[src/rtl/mem_port_arbiter_if.sv]
// rtl/mem_port_arbiter_if.sv - signal bundle between core, fetch logic, arbiter and memory bus
// Signals:
//   MEM side   : load_MEM, MemWrite_MEM, ALUres_MEM, MemWd_MEM -> arbiter; mem_rdata, mem_stall_MEM <- arbiter
//   fetch side : if_req, if_addr, if_hold -> arbiter; if_rdata, if_stall <- arbiter
//   memory bus : bus_rdata, bus_ack -> arbiter; bus_req, bus_we, bus_addr, bus_wdata, bus_err <- arbiter
// Modports: master = the arbiter (it masters the bus), slave = core/fetch/memory environment.
interface mem_port_arbiter_if;
  logic        load_MEM;
  logic        MemWrite_MEM;
  logic [31:0] ALUres_MEM;
  logic [31:0] MemWd_MEM;
  logic [31:0] mem_rdata;
  logic        mem_stall_MEM;
  logic        if_req;
  logic [31:0] if_addr;
  logic        if_hold;
  logic [31:0] if_rdata;
  logic        if_stall;
  logic        bus_req;
  logic        bus_we;
  logic [31:0] bus_addr;
  logic [31:0] bus_wdata;
  logic [31:0] bus_rdata;
  logic        bus_ack;
  logic        bus_err;

  modport master (
    input  load_MEM, MemWrite_MEM, ALUres_MEM, MemWd_MEM,
    input  if_req, if_addr, if_hold,
    input  bus_rdata, bus_ack,
    output mem_rdata, mem_stall_MEM, if_rdata, if_stall,
    output bus_req, bus_we, bus_addr, bus_wdata, bus_err
  );

  modport slave (
    output load_MEM, MemWrite_MEM, ALUres_MEM, MemWd_MEM,
    output if_req, if_addr, if_hold,
    output bus_rdata, bus_ack,
    input  mem_rdata, mem_stall_MEM, if_rdata, if_stall,
    input  bus_req, bus_we, bus_addr, bus_wdata, bus_err
  );
endinterface

[src/rtl/mem_port_arbiter.sv]
// rtl/mem_port_arbiter.sv - shares one req/ack memory bus between MEM-stage data and fetch
// Ports:
//   clk  : single clock, all state changes on its rising edge
//   rst  : asynchronous active-high reset
//   port : mem_port_arbiter_if.master (MEM side, fetch side and memory bus signals)
// Parameter TIMEOUT (1..1023): bus cycles without bus_ack before an access is aborted.
module mem_port_arbiter #(
  parameter int TIMEOUT = 255
) (
  input logic               clk,
  input logic               rst,
  mem_port_arbiter_if.master port
);

  typedef enum logic [2:0] {IDLE, DATA, INST, D_DONE, I_DONE} state_t;

  // Timeout fires in the cycle whose count would make TIMEOUT bus cycles.
  localparam logic [9:0] CNT_LIMIT = 10'(TIMEOUT - 1);

  state_t      state, state_next;
  logic        req_q, req_d;
  logic        we_q, we_d;
  logic [31:0] addr_q, addr_d;
  logic [31:0] wdata_q, wdata_d;
  logic [31:0] mrd_q, mrd_d;
  logic [31:0] ird_q, ird_d;
  logic        err_q, err_d;
  logic        last_data_q, last_data_d;
  logic [9:0]  cnt_q, cnt_d;
  logic        data_pend;
  logic        timeout_hit;

  assign data_pend   = port.load_MEM | port.MemWrite_MEM;
  assign timeout_hit = (cnt_q >= CNT_LIMIT);

  always_ff @(posedge clk or posedge rst) begin
    if (rst) begin
      state       <= IDLE;
      req_q       <= 1'b0;
      we_q        <= 1'b0;
      addr_q      <= 32'h0;
      wdata_q     <= 32'h0;
      mrd_q       <= 32'h0;
      ird_q       <= 32'h0;
      err_q       <= 1'b0;
      last_data_q <= 1'b0;
      cnt_q       <= 10'h0;
    end else begin
      state       <= state_next;
      req_q       <= req_d;
      we_q        <= we_d;
      addr_q      <= addr_d;
      wdata_q     <= wdata_d;
      mrd_q       <= mrd_d;
      ird_q       <= ird_d;
      err_q       <= err_d;
      last_data_q <= last_data_d;
      cnt_q       <= cnt_d;
    end
  end

  always_comb begin
    state_next  = state;
    req_d       = req_q;
    we_d        = we_q;
    addr_d      = addr_q;
    wdata_d     = wdata_q;
    mrd_d       = mrd_q;
    ird_d       = ird_q;
    err_d       = err_q;
    last_data_d = last_data_q;
    cnt_d       = cnt_q;
    case (state)
      IDLE: begin
        // With both sides pending, data wins unless it was served last.
        if (data_pend && (!port.if_req || !last_data_q)) begin
          state_next = DATA;
          req_d      = 1'b1;
          we_d       = port.MemWrite_MEM;
          addr_d     = port.ALUres_MEM;
          wdata_d    = port.MemWd_MEM;
          cnt_d      = 10'h0;
        end else if (port.if_req) begin
          state_next = INST;
          req_d      = 1'b1;
          we_d       = 1'b0;
          addr_d     = port.if_addr;
          wdata_d    = 32'h0;
          cnt_d      = 10'h0;
        end
      end
      DATA, INST: begin
        cnt_d = (cnt_q == 10'h3FF) ? cnt_q : cnt_q + 10'd1;
        // An ack in the expiry cycle still counts as a good completion.
        if (port.bus_ack || timeout_hit) begin
          req_d = 1'b0;
          if (!port.bus_ack) begin
            err_d = 1'b1;
          end
          if (state == DATA) begin
            state_next  = D_DONE;
            last_data_d = 1'b1;
            if (!we_q) begin
              mrd_d = port.bus_ack ? port.bus_rdata : 32'h0;
            end
          end else begin
            state_next  = I_DONE;
            last_data_d = 1'b0;
            ird_d       = port.bus_ack ? port.bus_rdata : 32'h0;
          end
        end
      end
      D_DONE: state_next = IDLE;
      I_DONE: begin
        if (!port.if_hold) begin
          state_next = IDLE;
        end
      end
      default: state_next = IDLE;
    endcase
  end

  assign port.bus_req       = req_q;
  assign port.bus_we        = we_q;
  assign port.bus_addr      = addr_q;
  assign port.bus_wdata     = wdata_q;
  assign port.bus_err       = err_q;
  assign port.mem_rdata     = mrd_q;
  assign port.if_rdata      = ird_q;
  assign port.mem_stall_MEM = data_pend & (state != D_DONE);
  assign port.if_stall      = port.if_req & (state != I_DONE);

endmodule

[src/flat_wrapper.sv]
// flat-port wrapper written by rule: the top's interface ports become plain ports
module mem_port_arbiter_flat 
#(
  parameter int TIMEOUT = 255
)
  (clk, rst, port_load_MEM, port_MemWrite_MEM, port_ALUres_MEM, port_MemWd_MEM, port_if_req, port_if_addr, port_if_hold, port_bus_rdata, port_bus_ack, port_mem_rdata, port_mem_stall_MEM, port_if_rdata, port_if_stall, port_bus_req, port_bus_we, port_bus_addr, port_bus_wdata, port_bus_err);
  mem_port_arbiter_if port_i ();
  input logic clk;
  input logic rst;
  input wire logic [$bits(port_i.load_MEM)-1:0] port_load_MEM;
  input wire logic [$bits(port_i.MemWrite_MEM)-1:0] port_MemWrite_MEM;
  input wire logic [$bits(port_i.ALUres_MEM)-1:0] port_ALUres_MEM;
  input wire logic [$bits(port_i.MemWd_MEM)-1:0] port_MemWd_MEM;
  input wire logic [$bits(port_i.if_req)-1:0] port_if_req;
  input wire logic [$bits(port_i.if_addr)-1:0] port_if_addr;
  input wire logic [$bits(port_i.if_hold)-1:0] port_if_hold;
  input wire logic [$bits(port_i.bus_rdata)-1:0] port_bus_rdata;
  input wire logic [$bits(port_i.bus_ack)-1:0] port_bus_ack;
  output wire logic [$bits(port_i.mem_rdata)-1:0] port_mem_rdata;
  output wire logic [$bits(port_i.mem_stall_MEM)-1:0] port_mem_stall_MEM;
  output wire logic [$bits(port_i.if_rdata)-1:0] port_if_rdata;
  output wire logic [$bits(port_i.if_stall)-1:0] port_if_stall;
  output wire logic [$bits(port_i.bus_req)-1:0] port_bus_req;
  output wire logic [$bits(port_i.bus_we)-1:0] port_bus_we;
  output wire logic [$bits(port_i.bus_addr)-1:0] port_bus_addr;
  output wire logic [$bits(port_i.bus_wdata)-1:0] port_bus_wdata;
  output wire logic [$bits(port_i.bus_err)-1:0] port_bus_err;
  assign port_i.load_MEM = port_load_MEM;
  assign port_i.MemWrite_MEM = port_MemWrite_MEM;
  assign port_i.ALUres_MEM = port_ALUres_MEM;
  assign port_i.MemWd_MEM = port_MemWd_MEM;
  assign port_i.if_req = port_if_req;
  assign port_i.if_addr = port_if_addr;
  assign port_i.if_hold = port_if_hold;
  assign port_i.bus_rdata = port_bus_rdata;
  assign port_i.bus_ack = port_bus_ack;
  assign port_mem_rdata = port_i.mem_rdata;
  assign port_mem_stall_MEM = port_i.mem_stall_MEM;
  assign port_if_rdata = port_i.if_rdata;
  assign port_if_stall = port_i.if_stall;
  assign port_bus_req = port_i.bus_req;
  assign port_bus_we = port_i.bus_we;
  assign port_bus_addr = port_i.bus_addr;
  assign port_bus_wdata = port_i.bus_wdata;
  assign port_bus_err = port_i.bus_err;
  mem_port_arbiter #(.TIMEOUT(TIMEOUT)) u_core (.clk(clk), .rst(rst), .port(port_i));
endmodule
[config.mk]
export PLATFORM = sky130hd
export DESIGN_NAME = mem_port_arbiter_flat
export DESIGN_NICKNAME = d
export VERILOG_FILES = /design/src/rtl/mem_port_arbiter_if.sv /design/src/rtl/mem_port_arbiter.sv /design/src/flat_wrapper.sv
export SDC_FILE = /design/constraint.sdc
export NUM_CORES = 1
export LEC_CHECK = 0
export CORE_AREA = 4 4 102 104
export CTS_CLUSTER_SIZE = 14
export DETAILED_ROUTE_END_ITERATION = 8
export DIE_AREA = 0 0 106 108
export DONT_BUFFER_PORTS = 1
export GPL_ROUTABILITY_DRIVEN = 0
export HOLD_SLACK_MARGIN = 0.05
export PLACE_DENSITY = 0.89
export SLEW_MARGIN = 15
export SYNTH_ARGS = -nofsm -noshare
export SYNTH_HDL_FRONTEND = slang
export SYNTH_SLANG_ARGS = --single-unit
[constraint.sdc]
create_clock -name clk -period 14.2 [get_ports clk]
set_input_delay 2.13 -clock clk [delete_from_list [all_inputs] [get_ports clk]]
set_output_delay 2.13 -clock clk [all_outputs]
set_load 0.1 [all_outputs]
# Word level (Yosys, flattened, before mapping)
# Cells that the tools add are included.
[word_totals]
wordCells = 67
ramBits = 0
latch_bits = 0
rom_bits = 0
reg_bits = 145
n_memories = 0
in_bits = 135
out_inout_bits = 133
[op_classes]
muxes = 22
n_div = 0
addsub = 1
bitwise_logic = 6
shifts = 0
n_lt_le_gt_ge = 1
multipliers = 0
n_reduce_logical = 17
eq_ne = 10
[ops]
columns = ["op", "n"]
rows = [
  ["$mux 32", 5],
  ["$mux 10", 3],
  ["$pmux 10 s2", 1],
  ["$mux 3", 5],
  ["$reduce_and 3->1", 5],
  ["$add 10x1->10 const B", 1],
  ["$eq 10x10->1 const B", 1],
  ["$ge 10x8->1 const B", 1],
  ["$pmux 3 s3", 1],
  ["$mux 1", 6],
  ["$ne 3x2->1 const B", 2],
  ["$ne 2x2->1 const B", 2],
  ["$reduce_and 2->1", 2],
  ["$reduce_and 4->1", 1],
  ["$reduce_bool 2->1", 2],
  ["$eq 3x1->1 const B", 1],
  ["$eq 3x2->1 const B", 1],
  ["$eq 3x3->1 const B", 1],
  ["$logic_not 3->1", 1],
  ["$ne 3x3->1 const B", 1],
  ["$not 1->1", 3],
  ["$and 1x1->1", 2],
  ["$logic_not 1->1", 2],
  ["$logic_or 1x1->1", 2],
  ["5 further kinds", 5],
]

# Longest topological paths before layout
[depth]
ltp_word = 5
depth_mapped = 8
ltp_nobuf = 6

# Least setup slack after synthesis
# OpenSTA, ideal clock, no wires.
[synth_path]
path_type = "input-to-output"
start = "in port_if_req"
end = "out port_if_stall"
arrival_ns = 4.319
n_path_buf = 0
t_required_ns = 12.070
cell_stages = 1
slack_ns = 7.751
path_cell_list = "a21boi_0"
[synth_via]
elab_chain_cells = 1
[synth_rtl]
columns = ["element", "line_no", "text"]
rows = [
  ["start, declared", "flat_wrapper.sv:14", "input wire logic [$bits(port_i.if_req)-1:0] port_if_req;"],
  ["$and 1x1->1", "mem_port_arbiter.sv:131", "assign port.if_stall = port.if_req & (state != I_DONE);"],
  ["end, declared", "flat_wrapper.sv:22", "output wire logic [$bits(port_i.if_stall)-1:0] port_if_stall;"],
]
# No other way between the ends.

# Worst setup path in the final report
[layout_path]
start = "in port_MemWrite_MEM"
end = "out port_mem_stall_MEM"
[layout_via]
elab_chain_cells = 2
[layout_rtl]
columns = ["element", "line_no", "text"]
rows = [
  ["start, declared", "flat_wrapper.sv:11", "input wire logic [$bits(port_i.MemWrite_MEM)-1:0] port_MemWrite_MEM;"],
  ["$or 1x1->1", "mem_port_arbiter.sv:33", "assign data_pend = port.load_MEM | port.MemWrite_MEM;"],
  ["$and 1x1->1", "mem_port_arbiter.sv:130", "assign port.mem_stall_MEM = data_pend & (state != D_DONE);"],
  ["end, declared", "flat_wrapper.sv:20", "output wire logic [$bits(port_i.mem_stall_MEM)-1:0] port_mem_stall_MEM;"],
]
# No other way between the ends.

==> out/qor.csv <==
metric,value,unit
nFillCells,653,
clk_pin_slew_worst_paths,0.06,ns
synth.distinct_cells,39,
via_per_inst,6.59,
yosysTopAreaCell,dfrtp_1,
netlist_area,5960,µm²
cts.sinks,145,
ys_top_cells_by_area,"dfrtp_1 (61%), a22o_1 (14%), mux2i_1 (6.7%)",
dieArea,11400,µm²
synth-xor-area-share,0.273,%
crit_arrival,3.12,ns
synth_compound_area_share,21.3,%
grt_first_pass_wirelength,22.8,mm
chipHeight,108,µm
clock_path_buffers,2,
cp_top_family,compound AO/OA/AOI/OAI gates,
synth_fp_nets,615,
syn_inst,478,
synth_most_common_cell,dfrtp_1,
areaGrowthSynthToFinish,11.0,%
post_cts_resized,0,
violations,design-rule violations,
rows,36,
tns,0,ns
synthMuxAreaShare,7.09,%
vias,4024,
setup_viol,0,
grt_max_degree,112,
synth_simple_gate_area_share,6.65,%
postRouteAntennaNets,0,
synth_edf_count,0,
num_io_pins,268,
hold_viol_final,0,
rsz0062_at_grt,false,
cp_num_buf_inv,0,
yosys-top-cells-count,"dfrtp_1 (145), a22o_1 (97), nand2_1 (48), mux2i_1 (40), o21ai_0 (37)",
crit_slowest_cell,a21oi_2,
async_flop_share,100,%
coreArea,9550,µm²
hold_path.class,reg2reg,
layout.nets,602,
cts_max_level,4,
cts_tree,built,
fin_skew,0.00905,ns
routedWlPerCell,24.1,µm
drive_gt1_share,11.7,%
multi_input_area,2160,µm²
cp-end-kind,output port,
fmax,0.191,GHz
required,12.07,ns
fin_crit,5.25,ns
cpPeakStageDelay,0.90,ns
post_cts_buffers,0,
root_buffer,clkbuf_8,
drcViolationCount,1,
cts_buffers,17,
wirelength,14.7,mm
synth_top_area_share,60.9,%
drv_cap,0,
hpwlAfterDp,10.1,mm
grtUsageTotal,26.1,%
cp_cell_sequence,"nor2_1, a21oi_2",
diodes,0,
antenna_found_initial,0,
synth-main-ff-cell,dfrtp_1,
drv_slew,0,
syn_area_per_cell,12.5,µm²
die_w,106,µm
synth_fa_ha_area_share,0.420,%
first_iter_violations,364,
seq_area,3630,µm²
drt_pass1_iterations,9,
worstPathMaxFanout,4,
clkLatencyLatePin,0.52,ns
cts_hold_buffers,0,
tightest_slew,1.23,ns
synth_top_family_by_area,compound AO/OA/AOI/OAI gates,
yosys_warnings,0,
ys_seq_area_share,60.9,%
io_buffers,0,
critPathLaunchType,input pin,
min_period_over_period,37.0,%
ys_ff_latch,145,
slew-limit-headroom,18.1,%
crit_type,in2out,
grt_remaining_overflow,0,
start_util,62.4,%
grt_pass1_vias,4114,
status,finished with violations,
[cell type report]
cell class	instances	area share (%)
multi-input cells	293	32.7
clock buffers	18	6.47
flip-flops and latches	145	54.9
repair buffers	3	0.397
inverters	5	0.359
well taps	133	2.52
clock inverters	14	2.69
[per-stage QoR]
step,hold WS (ns),cells,worst slack [ns],instance area [µm²],utilization (%)
after floorplan,0.527,478,7.75,5960,-
after global placement,0.541,579,9.01,5990,62.7
after detailed placement,0.559,579,9.01,5990,62.7
after CTS,0.569,611,8.95,6600,69.1
after global routing,0.622,611,8.96,6620,69.3
final,0.566,611,8.95,6620,69.3
[layout by cell type (no fill, tap or decap), types with 5 or more instances in the layout]
cell type,n
dfrtp_1,145
nand3_1,8
inv_6,5
a22o_1,97
o21ai_0,37
nand2b_1,8
clkbuf_16,16
nor2_1,10
nand2_1,45
mux2i_1,40
[final timing paths]
check,startpoint,endpoint,slack [ns],depth (start not counted)
setup / recovery,port_MemWrite_MEM,port_mem_stall_MEM,8.95,2
hold / removal,u_core.cnt_q[5],u_core.cnt_q[5],0.57,2
setup reg to reg,u_core.port.bus_we,u_core.port.mem_rdata[13],11.94,3
hold reg to reg,u_core.cnt_q[5],u_core.cnt_q[5],0.57,2
max in group asynchronous,rst,u_core.cnt_q[9],11.55,2
min in group asynchronous,rst,u_core.port.bus_wdata[9],1.50,1
[registers in the layout (all words and copies together) (netlist names)]
register / flops
u_core.port.bus_wdata: 32
u_core.port.bus_err: 1
u_core.cnt_q: 10
u_core.port.bus_we: 1
u_core.last_data_q: 1
u_core.port.bus_req: 1
u_core.port.mem_rdata: 32
u_core.port.bus_addr: 32
u_core.state: 3
u_core.port.if_rdata: 32
[layer usage]
layer / part of all wire (%) / vias to the layer above / track usage [%]
li1: - / 1733 / -
met1: 36 / 1992 / 30.9
met2: 51 / 266 / 42.8
met3: 10 / 33 / 9.97
met4: 2.7 / 0 / 11.5
met5: 0 / - / 0
[cells by family (layout without fill, tap and decap cells)]
logic type                 Yosys count  count (layout)
muxes                               42              42
and+or+nand+nor                     88              88
xor gates and xnor gates             1               1
AOI/OAI and AO/OA                  160             160
buffers and inverters               40              40
adders and majority gates            2               2
DFF                                145             145
Power is left out: the tool's default activity adds up to more than one toggle a clock period on the data nets, which glitch-free logic cannot reach.
